$ cat config.mk
export PLATFORM = sky130hd
export DESIGN_NAME = adj_button_ctrl
export DESIGN_NICKNAME = d
export VERILOG_FILES = /design/src/rtl/adj_button_ctrl.sv
export SDC_FILE = /design/constraint.sdc
export NUM_CORES = 1
export LEC_CHECK = 0
export CORE_ASPECT_RATIO = 2
export CORE_MARGIN = 2
export CORE_UTILIZATION = 27
export DETAILED_ROUTE_END_ITERATION = 8
export SYNTH_ARGS = -nofsm -noshare
export SYNTH_HDL_FRONTEND = slang
export SYNTH_SLANG_ARGS = --single-unit
$ cat constraint.sdc
create_clock -name clk -period 2.8 [get_ports clk]
set_clock_uncertainty 0.05 [all_clocks]
set_input_delay 0.56 -clock clk [delete_from_list [all_inputs] [get_ports clk]]
set_output_delay 0.56 -clock clk [all_outputs]
set_load 0.03 [all_outputs]
$ cat src/rtl/adj_button_ctrl.sv
`default_nettype none
// ============================================================================
// Module   : adj_button_ctrl
// Brief    : Converts two raw push-buttons into clean single-cycle inc/dec
//            pulses for the clock's adjust counters. Each button goes through
//            a 2-FF synchroniser and a debouncer. A press-and-hold then
//            auto-repeats, and pressing up+down together locks out all pulses.
// Options  : `define ADJ_STOP_AT_LIMIT_EN makes auto-repeat stop (LOCK) after
//            the pulse on which the counter reports its limit via
//            done_inc/done_dec. Without it those inputs are ignored.
// Revision : 1.0 - initial release
// ============================================================================
module adj_button_ctrl #(
    parameter int DEBOUNCE_CYCLES = 16,
    parameter int HOLD_CYCLES     = 500,
    parameter int REPEAT_CYCLES   = 100,
    parameter int TIMER_W         = 16
) (
    input  logic clk,
    input  logic reset,
    input  logic btn_up,
    input  logic btn_down,
    input  logic done_inc,
    input  logic done_dec,
    output logic inc,
    output logic dec,
    output logic adj_en,
    output logic repeating
);

    localparam logic [1:0] c_ST_IDLE   = 2'd0;
    localparam logic [1:0] c_ST_HOLD   = 2'd1;
    localparam logic [1:0] c_ST_REPEAT = 2'd2;
    localparam logic [1:0] c_ST_LOCK   = 2'd3;

    localparam logic c_DIR_UP   = 1'b1;
    localparam logic c_DIR_DOWN = 1'b0;

    // A repeat period of 1 would merge pulses; the shortest legal period is 2.
    localparam int c_REPEAT_PERIOD = (REPEAT_CYCLES < 2) ? 2 : REPEAT_CYCLES;

    localparam logic [TIMER_W-1:0] c_DEB_LAST    = TIMER_W'(DEBOUNCE_CYCLES);
    localparam logic [TIMER_W-1:0] c_HOLD_LAST   = TIMER_W'(HOLD_CYCLES - 1);
    localparam logic [TIMER_W-1:0] c_REPEAT_LAST = TIMER_W'(c_REPEAT_PERIOD - 1);
    localparam logic [TIMER_W-1:0] c_TIMER_ONE   = TIMER_W'(1);

    // bit 0 = up button, bit 1 = down button
    logic [1:0] w_raw;
    logic [1:0] w_deb;
    logic       w_up;
    logic       w_dn;

    assign w_raw = {btn_down, btn_up};
    assign w_up  = w_deb[0];
    assign w_dn  = w_deb[1];

    // ------------------------------------------------------------------------
    // Per-button synchroniser and debouncer
    // ------------------------------------------------------------------------
    generate
        for (genvar gi = 0; gi < 2; gi++) begin : g_btn
            logic               r_sync1;
            logic               r_sync2;
            logic               r_deb;
            logic [TIMER_W-1:0] r_cnt;

            // Sync the raw level, then flip the debounced level on the edge
            // after the disagreement counter has reached DEBOUNCE_CYCLES.
            always_ff @(posedge clk or posedge reset) begin
                if (reset) begin
                    r_sync1 <= 1'b0;
                    r_sync2 <= 1'b0;
                    r_deb   <= 1'b0;
                    r_cnt   <= '0;
                end else begin
                    r_sync1 <= w_raw[gi];
                    r_sync2 <= r_sync1;
                    if (r_sync2 != r_deb) begin
                        if (r_cnt == c_DEB_LAST) begin
                            r_deb <= ~r_deb;
                            r_cnt <= '0;
                        end else begin
                            r_cnt <= r_cnt + c_TIMER_ONE;
                        end
                    end else begin
                        r_cnt <= '0;
                    end
                end
            end

            assign w_deb[gi] = r_deb;
        end
    endgenerate

    // ------------------------------------------------------------------------
    // Adjust FSM
    // ------------------------------------------------------------------------
    logic [1:0]         r_state;
    logic [1:0]         w_state_nxt;
    logic               r_dir;
    logic               w_dir_nxt;
    logic [TIMER_W-1:0] r_timer;
    logic               w_timer_clr;
    logic               w_fire;
    logic               w_act;
    logic               w_oth;
    logic               w_limit_hit;
    logic               w_inc_nxt;
    logic               w_dec_nxt;
    logic               w_repeating;
    logic               r_inc;
    logic               r_dec;
    logic               r_adj_en;

    // Button driving the current hold, and the opposing one.
    assign w_act = (r_dir == c_DIR_UP) ? w_up : w_dn;
    assign w_oth = (r_dir == c_DIR_UP) ? w_dn : w_up;

`ifdef ADJ_STOP_AT_LIMIT_EN
    logic r_lockable;

    // Remember that the pulse now on the outputs was issued from HOLD/REPEAT;
    // pulses from IDLE (single presses) are always allowed to wrap.
    always_ff @(posedge clk or posedge reset) begin
        if (reset) begin
            r_lockable <= 1'b0;
        end else begin
            r_lockable <= w_fire && (r_state != c_ST_IDLE);
        end
    end

    assign w_limit_hit = r_lockable && ((r_dir == c_DIR_UP) ? done_inc : done_dec);
`else
    logic w_unused_done;

    assign w_unused_done = done_inc ^ done_dec;
    assign w_limit_hit   = 1'b0;
`endif

    // State, latched direction and the shared hold/repeat timer.
    always_ff @(posedge clk or posedge reset) begin
        if (reset) begin
            r_state <= c_ST_IDLE;
            r_dir   <= c_DIR_DOWN;
            r_timer <= '0;
        end else begin
            r_state <= w_state_nxt;
            r_dir   <= w_dir_nxt;
            r_timer <= w_timer_clr ? '0 : (r_timer + c_TIMER_ONE);
        end
    end

    // Next state: release beats a due pulse, the opposing button forces LOCK.
    always_comb begin
        w_state_nxt = r_state;
        w_dir_nxt   = r_dir;
        w_fire      = 1'b0;
        w_timer_clr = 1'b1;
        case (r_state)
            c_ST_IDLE: begin
                if (w_up && !w_dn) begin
                    w_state_nxt = c_ST_HOLD;
                    w_dir_nxt   = c_DIR_UP;
                    w_fire      = 1'b1;
                end else if (w_dn && !w_up) begin
                    w_state_nxt = c_ST_HOLD;
                    w_dir_nxt   = c_DIR_DOWN;
                    w_fire      = 1'b1;
                end else if (w_up && w_dn) begin
                    w_state_nxt = c_ST_LOCK;
                end
            end
            c_ST_HOLD: begin
                if (w_limit_hit) begin
                    w_state_nxt = c_ST_LOCK;
                end else if (!w_act) begin
                    w_state_nxt = c_ST_IDLE;
                end else if (w_oth) begin
                    w_state_nxt = c_ST_LOCK;
                end else if (r_timer == c_HOLD_LAST) begin
                    w_state_nxt = c_ST_REPEAT;
                    w_fire      = 1'b1;
                end else begin
                    w_timer_clr = 1'b0;
                end
            end
            c_ST_REPEAT: begin
                if (w_limit_hit) begin
                    w_state_nxt = c_ST_LOCK;
                end else if (!w_act) begin
                    w_state_nxt = c_ST_IDLE;
                end else if (w_oth) begin
                    w_state_nxt = c_ST_LOCK;
                end else if (r_timer == c_REPEAT_LAST) begin
                    w_fire = 1'b1;
                end else begin
                    w_timer_clr = 1'b0;
                end
            end
            c_ST_LOCK: begin
                if (!w_up && !w_dn) begin
                    w_state_nxt = c_ST_IDLE;
                end
            end
            default: begin
                w_state_nxt = c_ST_IDLE;
            end
        endcase
    end

    // Output decode: steer the pulse by direction, flag the REPEAT state.
    always_comb begin
        w_inc_nxt   = w_fire && (w_dir_nxt == c_DIR_UP);
        w_dec_nxt   = w_fire && (w_dir_nxt == c_DIR_DOWN);
        w_repeating = (r_state == c_ST_REPEAT);
    end

    // Register the pulses so they are glitch-free single-cycle strobes.
    always_ff @(posedge clk or posedge reset) begin
        if (reset) begin
            r_inc    <= 1'b0;
            r_dec    <= 1'b0;
            r_adj_en <= 1'b0;
        end else begin
            r_inc    <= w_inc_nxt;
            r_dec    <= w_dec_nxt;
            r_adj_en <= w_fire;
        end
    end

    assign inc       = r_inc;
    assign dec       = r_dec;
    assign adj_en    = r_adj_en;
    assign repeating = w_repeating;

endmodule
`default_nettype wire

==> results of run 1 <==
cells by family after synthesis:
family                     synth area share, %
xor gates and xnor gates                  12.2
muxes                                     1.78
and+or+nand+nor                           23.7
buffers and inverters                     2.48
DFF                                       49.6
AOI/OAI and AO/OA                         3.60
adders and majority gates                 6.62
final timing paths:
path	start	slack, ps	to	cells past startpoint
setup reg to reg	r_timer[10]$_DFF_PP0_	580	r_timer[8]$_DFF_PP0_	5
max in group asynchronous	reset	1610	r_state[0]$_DFFE_PP0P_	3
hold / removal	g_btn[0].r_sync1$_DFF_PP0_	300	g_btn[0].r_sync2$_DFF_PP0_	0
setup / recovery	r_state[0]$_DFFE_PP0P_	280	repeating	3
min in group asynchronous	reset	520	dec$_DFF_PP0_	2
hold reg to reg	g_btn[0].r_sync1$_DFF_PP0_	300	g_btn[0].r_sync2$_DFF_PP0_	0
cell usage after synthesis:
cell / instances
sky130_fd_sc_hd__a21oi_1: 5
sky130_fd_sc_hd__a221oi_1: 1
sky130_fd_sc_hd__a22o_1: 1
sky130_fd_sc_hd__a31oi_1: 2
sky130_fd_sc_hd__and2_0: 1
sky130_fd_sc_hd__and3_1: 6
sky130_fd_sc_hd__and4_1: 4
sky130_fd_sc_hd__buf_6: 1
sky130_fd_sc_hd__clkbuf_1: 2
sky130_fd_sc_hd__dfrtp_1: 60
sky130_fd_sc_hd__ha_1: 16
sky130_fd_sc_hd__inv_1: 15
sky130_fd_sc_hd__mux2_2: 3
sky130_fd_sc_hd__mux2i_1: 2
sky130_fd_sc_hd__nand2_1: 25
sky130_fd_sc_hd__nand2b_1: 1
sky130_fd_sc_hd__nand3_1: 18
sky130_fd_sc_hd__nand3b_1: 1
sky130_fd_sc_hd__nand4_1: 11
sky130_fd_sc_hd__nor2_1: 56
sky130_fd_sc_hd__nor2b_1: 1
sky130_fd_sc_hd__nor3_1: 4
sky130_fd_sc_hd__nor3b_1: 3
sky130_fd_sc_hd__nor4_1: 4
sky130_fd_sc_hd__nor4_4: 1
sky130_fd_sc_hd__nor4b_1: 4
sky130_fd_sc_hd__o2111ai_4: 1
sky130_fd_sc_hd__o21a_1: 1
sky130_fd_sc_hd__o21ai_0: 4
sky130_fd_sc_hd__or3_1: 2
sky130_fd_sc_hd__or4_1: 1
sky130_fd_sc_hd__or4_4: 1
sky130_fd_sc_hd__xnor2_1: 15
sky130_fd_sc_hd__xor2_1: 27
per-layer routing:
layer / vias to the layer above / wire length, um / GRT usage, %
met3: 9 / 119 / 2.46
met2: 19 / 3190 / 19.7
met5: - / 0 / 0
li1: 1043 / - / -
met4: 0 / 133 / 5.42
met1: 1050 / 2200 / 10.1
registers in the layout, summed over array words and instances (netlist names):
| name | count |
|---|---|
| g_btn.r_cnt | 32 |
| r_timer | 16 |
| g_btn.r_sync1 | 2 |
| g_btn.r_deb | 2 |
| dec | 1 |
| adj_en | 1 |
| inc | 1 |
| r_state | 2 |
| r_dir | 1 |
| g_btn.r_sync2 | 2 |
cells in the final DEF (no fill, tap or decap), drive strengths merged, types with 2 or more instances in the layout:
| cell | instances |
|---|---|
| xor2 | 27 |
| nand4 | 11 |
| mux2 | 3 |
| inv | 15 |
| clkbuf | 12 |
| xnor2 | 15 |
| clkdlybuf4s50 | 7 |
| dfrtp | 60 |
| nor2 | 56 |
| nor4 | 5 |
| a21oi | 5 |
| or3 | 2 |
| and3 | 6 |
| mux2i | 2 |
| or4 | 2 |
| nand2 | 25 |
| a31oi | 2 |
| bufinv | 2 |
| and4 | 4 |
| ha | 16 |
| o21ai | 4 |
| nor3b | 3 |
| clkinv | 2 |
| nand3 | 18 |
| nor3 | 4 |
| nor4b | 4 |
where the power goes:
group | switching [mW] | internal [mW]
Combinational | 0.244 | 0.147
Sequential | 0.0394 | 0.907
Clock | 0.379 | 0.848
final cells by class:
class                           count  area share, %
Tap cell                          140           4.86
Timing Repair Buffer                8           2.50
Sequential cell                    60           41.6
Multi-Input combinational cell    222           40.1
Clock buffer                       12           7.39
Inverter                           15           1.56
Clock inverter                      4           1.94
stage by stage:
stage | std cells | hold slack, ps | total power, mW
5_1_grt | 461 | 314 | 2.69
3_5_place_dp | 445 | 288 | 1.36
4_1_cts | 461 | 299 | 2.60
3_3_place_gp | 445 | 284 | 1.34
6_report | 461 | 297 | 2.56
2_1_floorplan | 300 | 281 | 1.28
worst max-delay path: stages, from the launching register on:
cell,delay [ps]
sky130_fd_sc_hd__dfrtp_1,410
sky130_fd_sc_hd__inv_1,140
sky130_fd_sc_hd__ha_1,320
sky130_fd_sc_hd__clkdlybuf4s50_1,720
==> summary.md, run 1 <==
* complete, no violations — status
* 669 ps — slew at the pin closest to its max-slew limit
* 0 — post-detailed-route count of antenna-violating nets
* 9 — TritonCTS buffer count
* 10 — I/O Pins
* 60 — TritonCTS sink count
* flip-flop to flip-flop — worst hold path type
* 1910 ps — Crit path arrival time
* 0 — count of pins over their slew limit
* 12.2 um — detail-routed net length per standard cell
* flip-flop — crit path launch type
* 27.6% — starting utilization of the core area
* 0 — number of maximum-capacitance constraint violations
* 60 — total of flip-flops plus latches after synthesis
* 0 — Ys Warns
* 1,145 — number of fillers in the final layout
* sky130_fd_sc_hd__dfrtp_1 — Yosys top cell by area
* 0 — count of hold buffers inserted by post-cts repair
* 2520 ps — final worst path period need
* sky130_fd_sc_hd__dfrtp_1 50%, sky130_fd_sc_hd__xor2_1 7.8%, sky130_fd_sc_hd__nor2_1 7.0%, sky130_fd_sc_hd__ha_1 6.6%, sky130_fd_sc_hd__xnor2_1 4.3% — most area-consuming cells after synthesis
* 0 — number of DRC violations after detailed routing
* 546 ps — DP Worst Slack
* 281 ps — minimum setup slack in the final design
* 2,121 — detailed-route via count
* 78.8 um — Die Wd
* 49.6% — Yosys top cell area share
* 110 — initial DRC count
* 4.60 — detail-routed via count per cell
* built — CTS tree
* 0.0109 sq mm — area inside the core boundary
* 6 — detailed-router iteration count before antenna repair
* 2190 ps — data required time of the worst path
* 50 ps — clock transition time at the flip-flop clock pins of the worst setup and hold paths
* primary output — endpoint kind of the worst setup timing path
* 10.1 sq um — synthesized area per cell
* 10.4% — Total GRT Usage
* 154 um — die span in y
* 2 — Bufs on Longest Clock Path
* 7 — count of input and output buffers
* 0.754 — routability cong.
* 19.3% — post-synthesis to final-layout area growth
* 0 — number of failing hold endpoints at the final stage
* 33.0% — final core utilization
* 711 mW/mm^2 — power per cell area
* 0 — antenna cell count
* 0 — number of setup violations in the final report
* 6 — critical path peak fanout
* 0.000358 V — worst IR drop on VDD
* 34 — number of distinct standard cells referenced by the synthesized netlist
* 0.00145 sq mm — total area of multi-input combinational cells
* 5650 um — WL final
* 54 — Cell Rows
* 7.48% — ratio of cells with drive above 1 in the final layout
* 49.6% — sequential area share after synthesis
* 0 — total setup buffers inserted after CTS
* 2,241 — via count of the first global-routing pass
* 0.00327 sq mm — Placed Area
* 0 — number of antenna violations at the first check in global routing
* 397 MHz — Achievable Freq
* 0 ps — Total Negative Setup Slacks
* 0.00302 sq mm — netlist area before placement
* 9950 um — first-pass GRT wire length
* 322 — Syn Nets
* 0.00150 sq mm — register area
* 1.58 nW — leak pwr
* 300 — number of instances in the synthesized netlist
* 0 — total of cells resized after clock tree synthesis
* 90.0% — final cycle utilization of the critical path
* 320 ps — Clk Latency, worst-skew pair
* false — setup repair after global routing missed its margin
* sky130_fd_sc_hd__clkbuf_16 — CTS root buf
* 42 — pin count of the biggest net entering global routing
* 338 — NumNets Final
* 0.0121 sq mm — Die ar.
* 0 — residual overflow from global routing
* 4010 um — Final HPWL DP
* 55.0% — worst max-slew margin expressed relative to the limit
* 3 — number of H-tree branching levels
* flip-flop to primary output — Setup Crit Path Kind
* 0.00361 sq mm — finished layout cell area
Power figures use the tool's default switching activity.
==> run 2: changes to the inputs <==
--- a/config.mk
+++ b/config.mk
@@ -5,10 +5,13 @@
 export SDC_FILE = /design/constraint.sdc
 export NUM_CORES = 1
 export LEC_CHECK = 0
+export ABC_AREA = 1
 export CORE_ASPECT_RATIO = 2
 export CORE_MARGIN = 2
 export CORE_UTILIZATION = 27
 export DETAILED_ROUTE_END_ITERATION = 8
+export REMOVE_ABC_BUFFERS = 1
 export SYNTH_ARGS = -nofsm -noshare
 export SYNTH_HDL_FRONTEND = slang
 export SYNTH_SLANG_ARGS = --single-unit
+export TNS_END_PERCENT = 30
==> run 2 against run 1 <==
- utilization decreased by 0.53 points
- largest cell class is now multi-input combinational cells
- sequential cell count did not move
- fmax grew 1.4%
==> summary.md, run 2 <==
* 0.0121 sq mm — area inside the core boundary
* 2 — Bufs on Longest Clock Path
* 7 — count of input and output buffers
* 60 — total of flip-flops plus latches after synthesis
* false — setup repair after global routing missed its margin
* 330 ps — Clk Latency, worst-skew pair
* 0 — total setup buffers inserted after CTS
* 0 — number of DRC violations after detailed routing
* 0.00332 sq mm — netlist area before placement
* inv_1 > ha_1 > clkdlybuf4s50_1 — cell breakdown of the critical path
* flip-flop to flip-flop — worst hold path type
* sky130_fd_sc_hd__nand2_1 — most used standard cell by instance count after synthesis
* 10 — I/O Pins
* 1870 ps — Crit path arrival time
* 78 x sky130_fd_sc_hd__nand2_1, 72 x sky130_fd_sc_hd__nor2_1, 60 x sky130_fd_sc_hd__dfrtp_1, 58 x sky130_fd_sc_hd__inv_1, 19 x sky130_fd_sc_hd__nand3_1 — most frequent cells in the layout
* g_btn.r_cnt — Biggest register
* 83 — initial DRC count
* 1.75 nW — leak pwr
* 615 ps — slew at the pin closest to its max-slew limit
* 447 — NumNets Final
* 0.842 — routability cong.
* 2480 ps — final worst path period need
* 403 MHz — Achievable Freq
* 32 — max reg flops
* 298 ps — hold_ws
* 0.000320 V — worst IR drop on VDD
* 2,565 — detailed-route via count
* 60 — TritonCTS sink count
* 8.15 sq um — synthesized area per cell
* 0 — number of setup violations in the final report
* 710 ps — Max stage delay on crit path
* 6.02% — post-synthesis adder-cell area fraction
* 0 — antenna cell count
* sky130_fd_sc_hd__dfrtp_1 — Yosys top cell by area
* 161 um — die span in y
* flip-flop to primary output — Setup Crit Path Kind
* 27.6% — starting utilization of the core area
* 100% — asr flop ratio synth
* 4 — detailed-router iteration count before antenna repair
* 29 — number of distinct standard cells referenced by the synthesized netlist
* 3 — number of H-tree branching levels
* 58.9% — worst max-slew margin expressed relative to the limit
* sky130_fd_sc_hd__dfrtp_1 — Primary FF master, synth
* 32.4% — final core utilization
* 0 — number of synthesized flops with an enable pin
* simple AND/OR/NAND/NOR gates — main combinational cell family by area after synthesis
* 11.1 um — detail-routed net length per standard cell
* 88.7% — final cycle utilization of the critical path
* primary output — endpoint kind of the worst setup timing path
* 4.22% — post-synthesis compound-gate area fraction
* flip-flop — crit path launch type
* buffers and inverters — largest delay contributor family on the critical path
* sky130_fd_sc_hd__nand2_1 — most common library cell in the layout ignoring fill and taps
* 4.45 — detail-routed via count per cell
* sky130_fd_sc_hd__clkbuf_16 — CTS root buf
* 0 — count of pins over their slew limit
* 0 — count of hold buffers inserted by post-cts repair
* 0.0133 sq mm — Die ar.
* 0% — post-synthesis mux area share
* 6420 um — WL final
* 408 — number of instances in the synthesized netlist
* 2 — buffers plus inverters on the worst setup path
* 17.6% — post-synthesis to final-layout area growth
* 45.2% — sequential area share after synthesis
* 0 — post-detailed-route count of antenna-violating nets
* sky130_fd_sc_hd__clkdlybuf4s50_1 — cell at the slowest stage of the critical path
* 11.3% — Total GRT Usage
* 2,666 — via count of the first global-routing pass
* 0 — residual overflow from global routing
* built — CTS tree
* sky130_fd_sc_hd__dfrtp_1 45%, sky130_fd_sc_hd__nand2_1 8.8%, sky130_fd_sc_hd__nor2_1 8.1%, sky130_fd_sc_hd__inv_1 6.7%, sky130_fd_sc_hd__ha_1 6.0% — most area-consuming cells after synthesis
* 45.2% — Yosys top cell area share
* 78 x sky130_fd_sc_hd__nand2_1, 72 x sky130_fd_sc_hd__nor2_1, 60 x sky130_fd_sc_hd__dfrtp_1, 59 x sky130_fd_sc_hd__inv_1, 19 x sky130_fd_sc_hd__nand3_1 — top post-synthesis cells by count
* complete, no violations — status
* 648 mW/mm^2 — power per cell area
* 0 — Ys Warns
* 29.6% — simple-gate share of the synthesized area
* 61 — pin count of the biggest net entering global routing
* 9 — TritonCTS buffer count
* 0 — total of cells resized after clock tree synthesis
* 0 ps — Total Negative Setup Slacks
* 7.64% — XOR/XNOR Fraction of Synth Area
* 5 — critical path peak fanout
* 57 — Cell Rows
* 11,400 um — first-pass GRT wire length
* 10.9% — ratio of cells with drive above 1 in the final layout
* 2190 ps — data required time of the worst path
* 4820 um — Final HPWL DP
* 0 — number of antenna violations at the first check in global routing
* 82.4 um — Die Wd
* 0 — number of failing hold endpoints at the final stage
* 0 — number of maximum-capacitance constraint violations
* 50 ps — clock transition time at the flip-flop clock pins of the worst setup and hold paths
* g_btn.r_cnt x32, r_timer x16 — Regs by FF count
==> run 2: changes by cell type in the layout (fill, tap and decap cells not counted), moves of 3 or more <==
cell | before | now
sky130_fd_sc_hd__xor2_1 | 27 | 18
sky130_fd_sc_hd__mux2_2 | 3 | 0
sky130_fd_sc_hd__xnor2_1 | 15 | 11
sky130_fd_sc_hd__nor2_1 | 56 | 72
sky130_fd_sc_hd__nor4b_1 | 4 | 0
sky130_fd_sc_hd__o21ai_0 | 4 | 13
sky130_fd_sc_hd__nor3_1 | 4 | 9
sky130_fd_sc_hd__nor2_2 | 0 | 14
sky130_fd_sc_hd__inv_1 | 14 | 58
sky130_fd_sc_hd__nand2_1 | 25 | 78
sky130_fd_sc_hd__and3_1 | 6 | 0
sky130_fd_sc_hd__and4_1 | 4 | 0
==> run 2: worst paths after layout <==
| path | from | to | cells after the start | slack [ps] |
|---|---|---|---|---|
| hold reg to reg | g_btn[0].r_sync1$_DFF_PP0_ | g_btn[0].r_sync2$_DFF_PP0_ | 0 | 300 |
| max in group asynchronous | reset | r_timer[10]$_DFF_PP0_ | 3 | 1860 |
| setup / recovery | r_state[0]$_DFFE_PP0P_ | repeating | 3 | 320 |
| setup reg to reg | r_timer[0]$_DFF_PP0_ | r_timer[1]$_DFF_PP0_ | 8 | 970 |
| min in group asynchronous | reset | g_btn[0].r_sync1$_DFF_PP0_ | 3 | 550 |
| hold / removal | g_btn[0].r_sync1$_DFF_PP0_ | g_btn[0].r_sync2$_DFF_PP0_ | 0 | 300 |
==> run 2: logic make-up after synthesis <==
family	count (synthesis)
AO/OA/AOI/OAI	23
buffers and inverters	63
adder cells (fa/ha/maj)	16
flip-flops	60
AND/OR/NAND/NOR	217
XOR/XNOR	29
==> run 2: metrics by stage <==
| stage | cell area (sq um) | total power, mW | instances | setup slack [ps] |
|---|---|---|---|---|
| 4_1_cts | 3910 | 2.58 | 577 | 289 |
| 2_1_floorplan | 3300 | 1.28 | 405 | 705 |
| 3_5_place_dp | 3590 | 1.40 | 561 | 659 |
| 6_report | 3910 | 2.53 | 577 | 317 |
| 3_3_place_gp | 3590 | 1.39 | 561 | 696 |
| 5_1_grt | 3910 | 2.67 | 577 | 233 |
==> run 2: cell type report <==
type | instances | area (sq um)
Clock buffer | 13 | 280
Clock inverter | 3 | 42.5
Inverter | 60 | 225
Tap cell | 147 | 184
Sequential cell | 60 | 1500
Multi-Input combinational cell | 285 | 1580
Fill cell | 1238 | 8140
Timing Repair Buffer | 9 | 97.6
==> run 2: layer usage <==
layer	global-route usage, %	share of wire (%)
met5	0	0
met4	6.29	3.0
met3	3.03	3.0
met2	21.3	58
met1	10.2	36
==> run 2: where the power goes <==
group,internal (mW),switching [mW]
sequential,0.907,0.0363
combinational,0.132,0.297
clock,0.783,0.379
total,1.82,0.712
